===== src/rtl/alu_req_arbiter_pkg.sv =====
// Shared types and constants for the two-requester ALU arbiter.
// Op encoding is common to both requesters and to the ALU itself.
package alu_arb_pkg;

  localparam int REQ_N  = 2;
  localparam int DATA_W = 32;

  typedef enum logic [2:0] {
    OP_ADD   = 3'b000,
    OP_SUB   = 3'b001,
    OP_AND   = 3'b010,
    OP_OR    = 3'b011,
    OP_XOR   = 3'b100,
    OP_NOT_A = 3'b101,
    OP_SLL1  = 3'b110,
    OP_SRL1  = 3'b111
  } alu_op_t;

  typedef enum logic {
    RSP_EMPTY = 1'b0,
    RSP_FULL  = 1'b1
  } rsp_state_t;

endpackage


===== src/rtl/ALU_32bits.sv =====
// Purely combinational 32-bit ALU; results wrap modulo 2^32.
module ALU_32bits
  import alu_arb_pkg::*;
(
  input  logic [DATA_W-1:0] A,
  input  logic [DATA_W-1:0] B,
  input  logic [2:0]        ALU_SEL,
  output logic [DATA_W-1:0] ALU_OUT
);

  always_comb begin
    ALU_OUT = '0;
    case (alu_op_t'(ALU_SEL))
      OP_ADD:   ALU_OUT = A + B;
      OP_SUB:   ALU_OUT = A - B;
      OP_AND:   ALU_OUT = A & B;
      OP_OR:    ALU_OUT = A | B;
      OP_XOR:   ALU_OUT = A ^ B;
      OP_NOT_A: ALU_OUT = ~A;
      OP_SLL1:  ALU_OUT = {A[DATA_W-2:0], 1'b0};
      OP_SRL1:  ALU_OUT = {1'b0, A[DATA_W-1:1]};
      default:  ALU_OUT = '0;
    endcase
  end

endmodule


===== src/rtl/alu_rr_grant.sv =====
// Two-input round-robin grant. last_grant moves only on a real accept,
// and resets to 1 so requester 0 wins the first tie.
module alu_rr_grant
  import alu_arb_pkg::*;
(
  input  logic             clk,
  input  logic             rst,
  input  logic [REQ_N-1:0] valid,
  input  logic             accept,
  output logic             grant_vld,
  output logic             grant_idx
);

  logic last_grant_q;
  logic last_grant_d;

  always_comb begin
    grant_vld    = |valid;
    // On a tie, favour whoever did not win last time.
    grant_idx    = valid[1] && (!valid[0] || !last_grant_q);
    last_grant_d = accept ? grant_idx : last_grant_q;
  end

  always_ff @(posedge clk) begin
    if (rst) begin
      last_grant_q <= 1'b1;
    end else begin
      last_grant_q <= last_grant_d;
    end
  end

endmodule


===== src/rtl/alu_req_arbiter.sv =====
// Shares one ALU_32bits between two requesters with a registered response.
// Optional grant counters are compiled only when ALU_ARB_STATS_EN is defined.
module alu_req_arbiter
  import alu_arb_pkg::*;
#(
  parameter int CNT_W = 16
) (
  input  logic              clk,
  input  logic              rst,
  input  logic              req0_valid,
  output logic              req0_ready,
  input  logic [DATA_W-1:0] req0_a,
  input  logic [DATA_W-1:0] req0_b,
  input  logic [2:0]        req0_sel,
  input  logic              req1_valid,
  output logic              req1_ready,
  input  logic [DATA_W-1:0] req1_a,
  input  logic [DATA_W-1:0] req1_b,
  input  logic [2:0]        req1_sel,
  output logic              rsp_valid,
  input  logic              rsp_ready,
  output logic [DATA_W-1:0] rsp_out,
  output logic              rsp_id,
  output logic [CNT_W-1:0]  grant_cnt0,
  output logic [CNT_W-1:0]  grant_cnt1
);

  logic [REQ_N-1:0]  req_valid;
  logic [DATA_W-1:0] req_a   [REQ_N];
  logic [DATA_W-1:0] req_b   [REQ_N];
  logic [2:0]        req_sel [REQ_N];

  assign req_valid  = {req1_valid, req0_valid};
  assign req_a[0]   = req0_a;
  assign req_a[1]   = req1_a;
  assign req_b[0]   = req0_b;
  assign req_b[1]   = req1_b;
  assign req_sel[0] = req0_sel;
  assign req_sel[1] = req1_sel;

  logic              grant_vld;
  logic              grant_idx;
  logic              can_accept;
  logic              accept;
  logic [DATA_W-1:0] alu_a;
  logic [DATA_W-1:0] alu_b;
  logic [2:0]        alu_sel;
  logic [DATA_W-1:0] alu_out;

  rsp_state_t        rsp_state_q, rsp_state_d;
  logic [DATA_W-1:0] rsp_out_q, rsp_out_d;
  logic              rsp_id_q, rsp_id_d;

  alu_rr_grant u_grant (
    .clk       (clk),
    .rst       (rst),
    .valid     (req_valid),
    .accept    (accept),
    .grant_vld (grant_vld),
    .grant_idx (grant_idx)
  );

  ALU_32bits u_alu (
    .A       (alu_a),
    .B       (alu_b),
    .ALU_SEL (alu_sel),
    .ALU_OUT (alu_out)
  );

  always_comb begin
    can_accept  = (rsp_state_q == RSP_EMPTY) || rsp_ready;
    accept      = grant_vld && can_accept;
    req0_ready  = accept && !grant_idx;
    req1_ready  = accept && grant_idx;

    // ALU inputs sit at zero unless a request is actually being accepted.
    alu_a   = '0;
    alu_b   = '0;
    alu_sel = '0;
    if (accept) begin
      alu_a   = req_a[grant_idx];
      alu_b   = req_b[grant_idx];
      alu_sel = req_sel[grant_idx];
    end

    rsp_state_d = rsp_state_q;
    rsp_out_d   = rsp_out_q;
    rsp_id_d    = rsp_id_q;
    if (accept) begin
      rsp_state_d = RSP_FULL;
      rsp_out_d   = alu_out;
      rsp_id_d    = grant_idx;
    end else if (rsp_ready) begin
      rsp_state_d = RSP_EMPTY;
    end
  end

  always_ff @(posedge clk) begin
    if (rst) begin
      rsp_state_q <= RSP_EMPTY;
      rsp_out_q   <= '0;
      rsp_id_q    <= 1'b0;
    end else begin
      rsp_state_q <= rsp_state_d;
      rsp_out_q   <= rsp_out_d;
      rsp_id_q    <= rsp_id_d;
    end
  end

  assign rsp_valid = (rsp_state_q == RSP_FULL);
  assign rsp_out   = rsp_out_q;
  assign rsp_id    = rsp_id_q;

`ifdef ALU_ARB_STATS_EN
  for (genvar gi = 0; gi < REQ_N; gi++) begin : g_cnt
    logic [CNT_W-1:0] cnt_q;
    logic [CNT_W-1:0] cnt_d;

    // Saturate at all-ones rather than wrap.
    always_comb begin
      cnt_d = cnt_q;
      if (accept && (int'(grant_idx) == gi) && (cnt_q != '1)) begin
        cnt_d = cnt_q + CNT_W'(1);
      end
    end

    always_ff @(posedge clk) begin
      if (rst) begin
        cnt_q <= '0;
      end else begin
        cnt_q <= cnt_d;
      end
    end
  end

  assign grant_cnt0 = g_cnt[0].cnt_q;
  assign grant_cnt1 = g_cnt[1].cnt_q;
`else
  assign grant_cnt0 = '0;
  assign grant_cnt1 = '0;
`endif

endmodule


===== config.mk =====
export PLATFORM = sky130hd
export DESIGN_NAME = alu_req_arbiter
export DESIGN_NICKNAME = d
export VERILOG_FILES = /design/src/rtl/alu_req_arbiter_pkg.sv /design/src/rtl/ALU_32bits.sv /design/src/rtl/alu_rr_grant.sv /design/src/rtl/alu_req_arbiter.sv
export SDC_FILE = /design/constraint.sdc
export NUM_CORES = 1
export LEC_CHECK = 0
export CORE_MARGIN = 3
export CORE_UTILIZATION = 40
export CTS_BUF_LIST = sky130_fd_sc_hd__clkbuf_4
export DETAILED_ROUTE_END_ITERATION = 8
export PLACE_DENSITY = 0.67
export SYNTH_ARGS = -nofsm -noshare
export SYNTH_HDL_FRONTEND = slang
export SYNTH_SLANG_ARGS = --single-unit

===== constraint.sdc =====
create_clock -name clk -period 7.3 [get_ports clk]
set_input_delay 0.73 -clock clk [delete_from_list [all_inputs] [get_ports clk]]
set_output_delay 0.73 -clock clk [all_outputs]
set_load 0.02 [all_outputs]

==> summary.md, run 1 <==
| Metric | Value |
|---|---|
| CTS tree | built |
| Status | complete, no violations |
| Worst Setup Start Kind | input pin |
| Critical path's slowest cell | inv_2 |
| Post-synthesis xor/xnor area fraction | approximately 6.5% |
| Synthesis-to-finish area growth | 25.33% |
| Reg2Reg Depth | 20 |
| Worst Setup Slack, final | approximately 1300 ps |
| Final WL | around 28,000 um |
| Skew final | slightly above 9 ps |
| Max-Slew Margin vs Limit | between 20% and 30% |
| Clock sink total | 35 |
| Reg-to-Reg Start | u_grant.last_grant_q |
| #FFs+latches synth | 35 |
| Post-synth top area cell | ha_1 |
| Root Buffer Master | clkbuf_4 |
| Largest family of logic cells by synthesized area | compound AO/OA/AOI/OAI gates |
| Global placement routability congestion | 0.9717 |
| Final Max Slew Viols | 0 |
| Layout cells sized above 1 | 3.345% |
| Hold path cells | 2 |
| Critical path buffer and inverter count | 3 |
| Synth Flop Type | dfxtp_1 |
| Global Route Usage Sum | 27.28% |
| Critical setup path kind | input pin to flip-flop |
| Vias/cell | about 6 |
| Tcrit/Tclk final | 82.54% |
| Final hold viol count | 0 |
| CP top delay family | compound AO/OA/AOI/OAI gates |
| Setup violators final | 0 |
| Port Buffers | about 170 |
| Worst slew pin tran | 1052 ps |
| Detail Route Antenna Nets | 0 |
| Number of synthesized flops with an enable pin | 0 |
| Fmax | 0.1660 GHz |
| Hold Path Class | flip-flop to flip-flop |
| Reg-to-Reg End | rsp_out[30] |
| Number of max-cap violations | 0 |
| Vias in the first global route | 7,626 |
| PD cells | 171.1 mW/mm2 |
| Post-synth cell types | 67 |
| Mux share of post-synthesis cell area | 0.6988% |
| Leading cell types by count after synthesis | nor2_1 (104), ha_1 (92), a21oi_1 (83) |
| Routed WL per cell | 20.12 um |
| Die area | ~0.020 mm2 |
| Crit path required time | 7540 ps |
| Worst-path clk slew | approximately 100 ps |
| Critical hold path startpoint | rsp_out[9] |
| Post-synth top area share | roughly 16% |
| Core ar. | 0.01742 mm2 |
| Clk_lat worst skew | 340 ps |
| Ys async rst share | 0% |
| Global-route wire length before repair | 43,130 um |
| Final HPWL DP | ~22,000 um |
| Compound-gate portion of the synthesized area | 37.32% |
| Vias post-DR | 8,466 |
| Synthesized-area fraction occupied by adder cells | between 10% and 20% |
| CTS HTree Levels | 2 |
| TritonCTS Buffers | 5 |
| Top Ports | 207 |
| Top post-synthesis cells by area | ha_1 (16%), dfxtp_1 (9.8%), a21oi_1 (5.8%), nor2_1 (5.5%), xnor2_1 (5.1%) |
| Clk buf depth | 2 |
| WP data arrival | 6260 ps |
| Initial antenna violation count | 0 |
| Post-Synth Simple-Gate Area | 17.99% |
| Final Cell Area | about 0.009 mm2 |
| Worst stage delay on the critical path | between 500 and 600 ps |
| Fillcell total | between 1,500 and 2,000 |
| Global route overflow | 0 |
| Initial DRC Count | about 980 |
| Die height | about 140 um |
| Setup_tns | 0 ps |
| Nets | 1,397 |
| Crit path cell chain | clkdlybuf4s50_1 -> nand2b_2 -> nand3_2 -> inv_2 -> a22o_1 -> inv_1 -> ha_1 -> and3_1 -> nand2_1 -> o21ai_0 -> xnor2_1 -> ha_1 -> and3_1 -> and2_1 -> a221oi_1 -> nand3_1 -> o211ai_1 -> a21oi_1 -> a311o_1 -> xnor2_1 -> o41ai_1 |
| Post-CTS setup buffers | 0 |
| Reg2reg setup slack | 1750 ps |
| Leak pwr | 0.003822 uW |
| Min cycle time layout | 6026 ps |
| Crit. End Element | flip-flop |
| Worst Path Max Fanout | 32 |
| Cts repair resizes | 0 |
| Post-Synthesis Cell Area | 0.007162 mm2 |
| Placed cell areas | just under 0.009 mm2 |
| Initial core utilization | about two fifths |
| Syn Inst Count | 1,035 |
| Yosys Warn Count | 0 |
| Dpl ws | 1031 ps |
| Initial DRT Pass Iterations | 5 |
| DRC Markers | 0 |
| Syn_area_per_cell | slightly below 7 um2 |
| ANT cells | 0 |
| Die W | 139.8 um |
| Row cnt | 48 |
| Worst vdd ir | 125.2 uV |
| Seq/Total Area, Yosys | 9.783% |
| Hold endpoint | rsp_out[9] |
| Most frequent cell after synthesis | nor2_1 |
| RSZ-0062 raised after global routing | false |
| CTS Hold Buffers Added | 0 |
| Largest net degree at the start of global routing | 68 |
[sequential cells by signal, summed over array words and instances, names as in the netlist]
register	count
rsp_out	32
rsp_valid	1
u_grant.last_grant_q	1
rsp_id	1
[worst max path at each step]
stage / start / endpoint / slack, ps / cells after the start
final: rsp_ready / rsp_out[30] / 1270 / 21
after global routing: req1_valid / rsp_out[30] / 930 / 21
after CTS: req1_valid / rsp_out[30] / 1380 / 21
after detailed placement: rsp_ready / rsp_out[30] / 1030 / 21
after global placement: rsp_ready / rsp_out[30] / 1110 / 21
after floorplan: rsp_ready / rsp_out[30] / 2520 / 20
[per-stage QoR]
stage / std cells / hold slack, ps / util (%) / power (uW)
after floorplan: 1066 / 452.3 / - / 1008
after global placement: 1383 / 468.0 / 51.10 / 1373
after detailed placement: 1383 / 481.4 / 51.10 / 1373
after CTS: 1391 / 499.8 / 51.54 / 1514
after global routing: 1391 / 522.6 / 51.54 / 1650
final: 1391 / 498.6 / 51.54 / 1536
[metal layers]
metal  share of wire [%]  global-route usage, %  routed length (um)  vias up
li1                    -                      -                   -     4025
met1                  47                  42.94               13090     3904
met2                  40                  38.09               11070      499
met3                  12                  5.361                3416       38
met4                 1.5                  5.201                 414        0
met5                   0                      0                   0        -
[worst register-to-register path, cell delays in order (launching register included)]
cell      delay [ps]
dfxtp_1          410
nand2b_1         140
nand3_2          320
inv_2            540
a22o_1           380
inv_1            100
ha_1             250
and3_1           250
nand2_1          140
o21ai_0          110
xnor2_1          250
ha_1             360
and3_1           210
and2_1           160
a221oi_1         460
nand3_1          160
o211ai_1         290
a21oi_1          140
a311o_1          390
xnor2_1          140
o41ai_1          280
[final cells by class]
class                      count  area [um2]  share of cell area [%]
clock inverter                 3       38.79                  0.4321
tap                          225       281.5                   3.136
clock buffer                   5       37.54                  0.4182
sequential                    35       700.7                   7.806
inverter                      73       274.0                   3.053
timing repair buffer         191        1869                   20.83
multi-input combinational    859        5774                   64.33
[logic make-up after synthesis]
logic type | Yosys count
xor gates and xnor gates | 53
adders and majority gates | 93
DFF | 35
AOI/OAI and AO/OA | 394
other | 1
buffers and inverters | 172
and+or+nand+nor | 282
muxes | 5
[placed cells by master, fill, tap and decap left out, drive strengths merged, types with 6 or more instances in the layout]
| cell | synthesis | layout |
|---|---|---|
| buf | 70 | 17 |
| nor4 | 8 | 8 |
| o31ai | 6 | 6 |
| nand4 | 6 | 6 |
| ha | 92 | 92 |
| inv | 73 | 73 |
| a21oi | 83 | 83 |
| o221ai | 12 | 12 |
| dfxtp | 35 | 35 |
| a22o | 33 | 33 |
| nand2b | 7 | 7 |
| xor2 | 11 | 11 |
| nand2 | 79 | 79 |
| o21ai | 69 | 69 |
| a211oi | 14 | 14 |
| xnor2 | 42 | 42 |
| a21o | 17 | 17 |
| clkdlybuf4s50 | 0 | 174 |
| a31oi | 22 | 22 |
| nor3 | 32 | 32 |
| a32oi | 6 | 6 |
| a221oi | 11 | 11 |
| conb | 1 | 32 |
| o21a | 6 | 6 |
| o22ai | 28 | 28 |
| nand3 | 16 | 16 |
| a22oi | 44 | 44 |
| nor2 | 105 | 105 |
[power breakdown]
part | internal [uW] | switching [uW]
combinational | 466 | 695
sequential | 225 | 17.7
clock | 70.4 | 62.1
Power figures use the tool's default switching activity.
==> run 2, diff against run 1 <==
Clock period 7.3 ns to 5.8 ns, I/O delays scaled along.
==> summary.md, run 2 (synthesis results as in run 1) <==
| Metric | Value |
|---|---|
| Worst slew pin tran | 958.9 ps (-93.58 ps) |
| Hold Slack | 494.1 ps (-4.525 ps) |
| Hold Path Class | flip-flop to flip-flop |
| Worst Setup Start Kind | input pin |
| Root Buffer Master | clkbuf_4 |
| Global placement routability congestion | 0.9578 (-1.4%) |
| CTS HTree Levels | 2 (unchanged) |
| Clk_lat worst skew | 330 ps (about the same) |
| Crit path cell chain | clkdlybuf4s50_1 -> nand2b_1 -> nand3_2 -> inv_2 -> a22o_1 -> inv_1 -> ha_1 -> and3_1 -> nand2_1 -> o21ai_0 -> xnor2_1 -> ha_1 -> and3_1 -> and2_1 -> a221oi_1 -> nand3_1 -> o211ai_1 -> a21oi_1 -> a311o_1 -> xnor2_1 -> o41ai_1 |
| Max-Slew Margin vs Limit | 35.84% (+6.3 points) |
| Final HPWL DP | 21,980 um (about the same) |
| Largest net degree at the start of global routing | 68 (unchanged) |
| Worst vdd ir | 118.1 uV (-5.7%) |
| Crit. End Element | flip-flop |
| CP top delay family | compound AO/OA/AOI/OAI gates |
| Vias post-DR | 8,334 (-1.6%) |
| Routed WL per cell | 19.68 um (-2.2%) |
| Worst-path clk slew | 90 ps (about the same) |
| Final WL | 27,540 um (-1.6%) |
| Crit path required time | 6030 ps (-1510 ps) |
| Commonest non-fill, non-tap cell in the layout | clkdlybuf4s50_1 |
| CTS Hold Buffers Added | 0 (unchanged) |
| Initial core utilization | 41.12% (unchanged) |
| Clock sink total | 35 (unchanged) |
| Synthesis-to-finish area growth | 25.86% |
| ANT cells | 0 (unchanged) |
| Global Route Usage Sum | 26.45% (-0.84 points) |
| Port Buffers | 174 (unchanged) |
| Setup violators final | 0 (unchanged) |
| Detail Route Antenna Nets | 0 (unchanged) |
| Worst stage delay on the critical path | 560 ps (+30 ps) |
| Initial DRC Count | 924 (-5.8%) |
| Die area | 0.01955 mm2 (unchanged) |
| Row cnt | 48 (unchanged) |
| Post-CTS setup buffers | 0 (unchanged) |
| Top Ports | 207 (unchanged) |
| Clk buf depth | 2 (unchanged) |
| PD cells | 210.2 mW/mm2 (+23%) |
| Die W | 139.8 um (unchanged) |
| Critical path buffer and inverter count | 3 (unchanged) |
| WP data arrival | 5520 ps (-740 ps) |
| Global route overflow | 0 (unchanged) |
| TritonCTS Buffers | 5 (unchanged) |
| Critical path's slowest cell | clkdlybuf4s50_1 |
| Vias in the first global route | 7,415 (-2.8%) |
| Fmax | 0.1891 GHz |
| Initial antenna violation count | 0 (unchanged) |
| Die height | 139.8 um (unchanged) |
| Core ar. | 0.01742 mm2 (unchanged) |
| Number of max-cap violations | 0 (unchanged) |
| Initial DRT Pass Iterations | 6 (+1) |
| Cts repair resizes | 0 (unchanged) |
| Leak pwr | 0.003853 uW (+0.82%) |
| Layout cells sized above 1 | 4.003% (+0.66 points) |
| Most frequent cells in the layout | clkdlybuf4s50_1 (174), nor2_1 (104), ha_1 (92) |
| Tcrit/Tclk final | 91.18% |
| Setup_tns | 0 ps (unchanged) |
| Skew final | 9.710 ps (+0.4419 ps) |
| Global-route wire length before repair | 41,970 um (-2.7%) |
| Max reg flops | 32 (unchanged) |
| RSZ-0062 raised after global routing | false |
| Worst Path Max Fanout | 8 (-75%) |
| CTS tree | built |
| Vias/cell | 5.957 (-2.1%) |
| Min cycle time layout | 5288 ps |
| Critical setup path kind | input pin to flip-flop |
| DRC Markers | 0 (unchanged) |
| Final Max Slew Viols | 0 (unchanged) |
| Nets | 1,407 (+0.72%) |
| Status | complete, no violations |
| Final hold viol count | 0 (unchanged) |
==> run 2: final cells by class <==
| class | count | area (um2) |
|---|---|---|
| Clock buffer | 6 | 45.04 |
| Fill cell | 1789 | 8403 |
| Inverter | 73 | 274.0 |
| Multi-Input combinational cell | 859 | 5768 |
| Sequential cell | 35 | 700.7 |
| Tap cell | 225 | 281.5 |
| Timing Repair Buffer | 201 | 1944 |
==> run 2: worst paths after layout <==
kind         slack [ps]  cells past startpoint            startpoint          end
min                 490                      2            rsp_out[2]   rsp_out[2]
max                 510                     21            req1_valid  rsp_out[30]
min reg2reg         490                      2            rsp_out[2]   rsp_out[2]
max reg2reg         920                     20  u_grant.last_grant_q  rsp_out[30]
==> run 2: power by group <==
group	internal [uW]	switching (uW)	total [uW]	leakage, uW
combinational	597	872	1470	0.00353
clock	47.8	72.8	121	0.0000276
sequential	283	22.6	306	0.000291
==> run 2: tightest hold or removal path, stage by stage (launching register included) <==
cell	delay (ps)
dfxtp_1	320
nor2_1	100
nor3_1	40
==> run 2: metal layers <==
layer	wire length (um)	vias up	GRT usage, %	part of all wire (%)
met2	11010	460	37.50	40
met4	249	0	3.825	0.90
met3	2981	22	5.086	11
met1	13290	3822	41.73	48
li1	-	4030	-	-
met5	0	-	0	0
==> run 2: metrics by stage <==
stage	setup WS [ps]	std cells	area (um2)	utilization, %	total power, uW
6_report	511.7	1399	9014	51.75	1895
4_1_cts	658.1	1399	9014	51.75	1867
2_1_floorplan	1165	1066	7278	-	1269
3_3_place_gp	452.9	1393	8969	51.49	1734
3_5_place_dp	339.4	1393	8969	51.49	1738
5_1_grt	14.01	1399	9014	51.75	2039
==> run 3, diff against run 2 <==
Settings changed: CAP_MARGIN set to 20.
==> results of run 3 <==
Same layout as run 2: the final DEF is identical, and so are final timing and power.
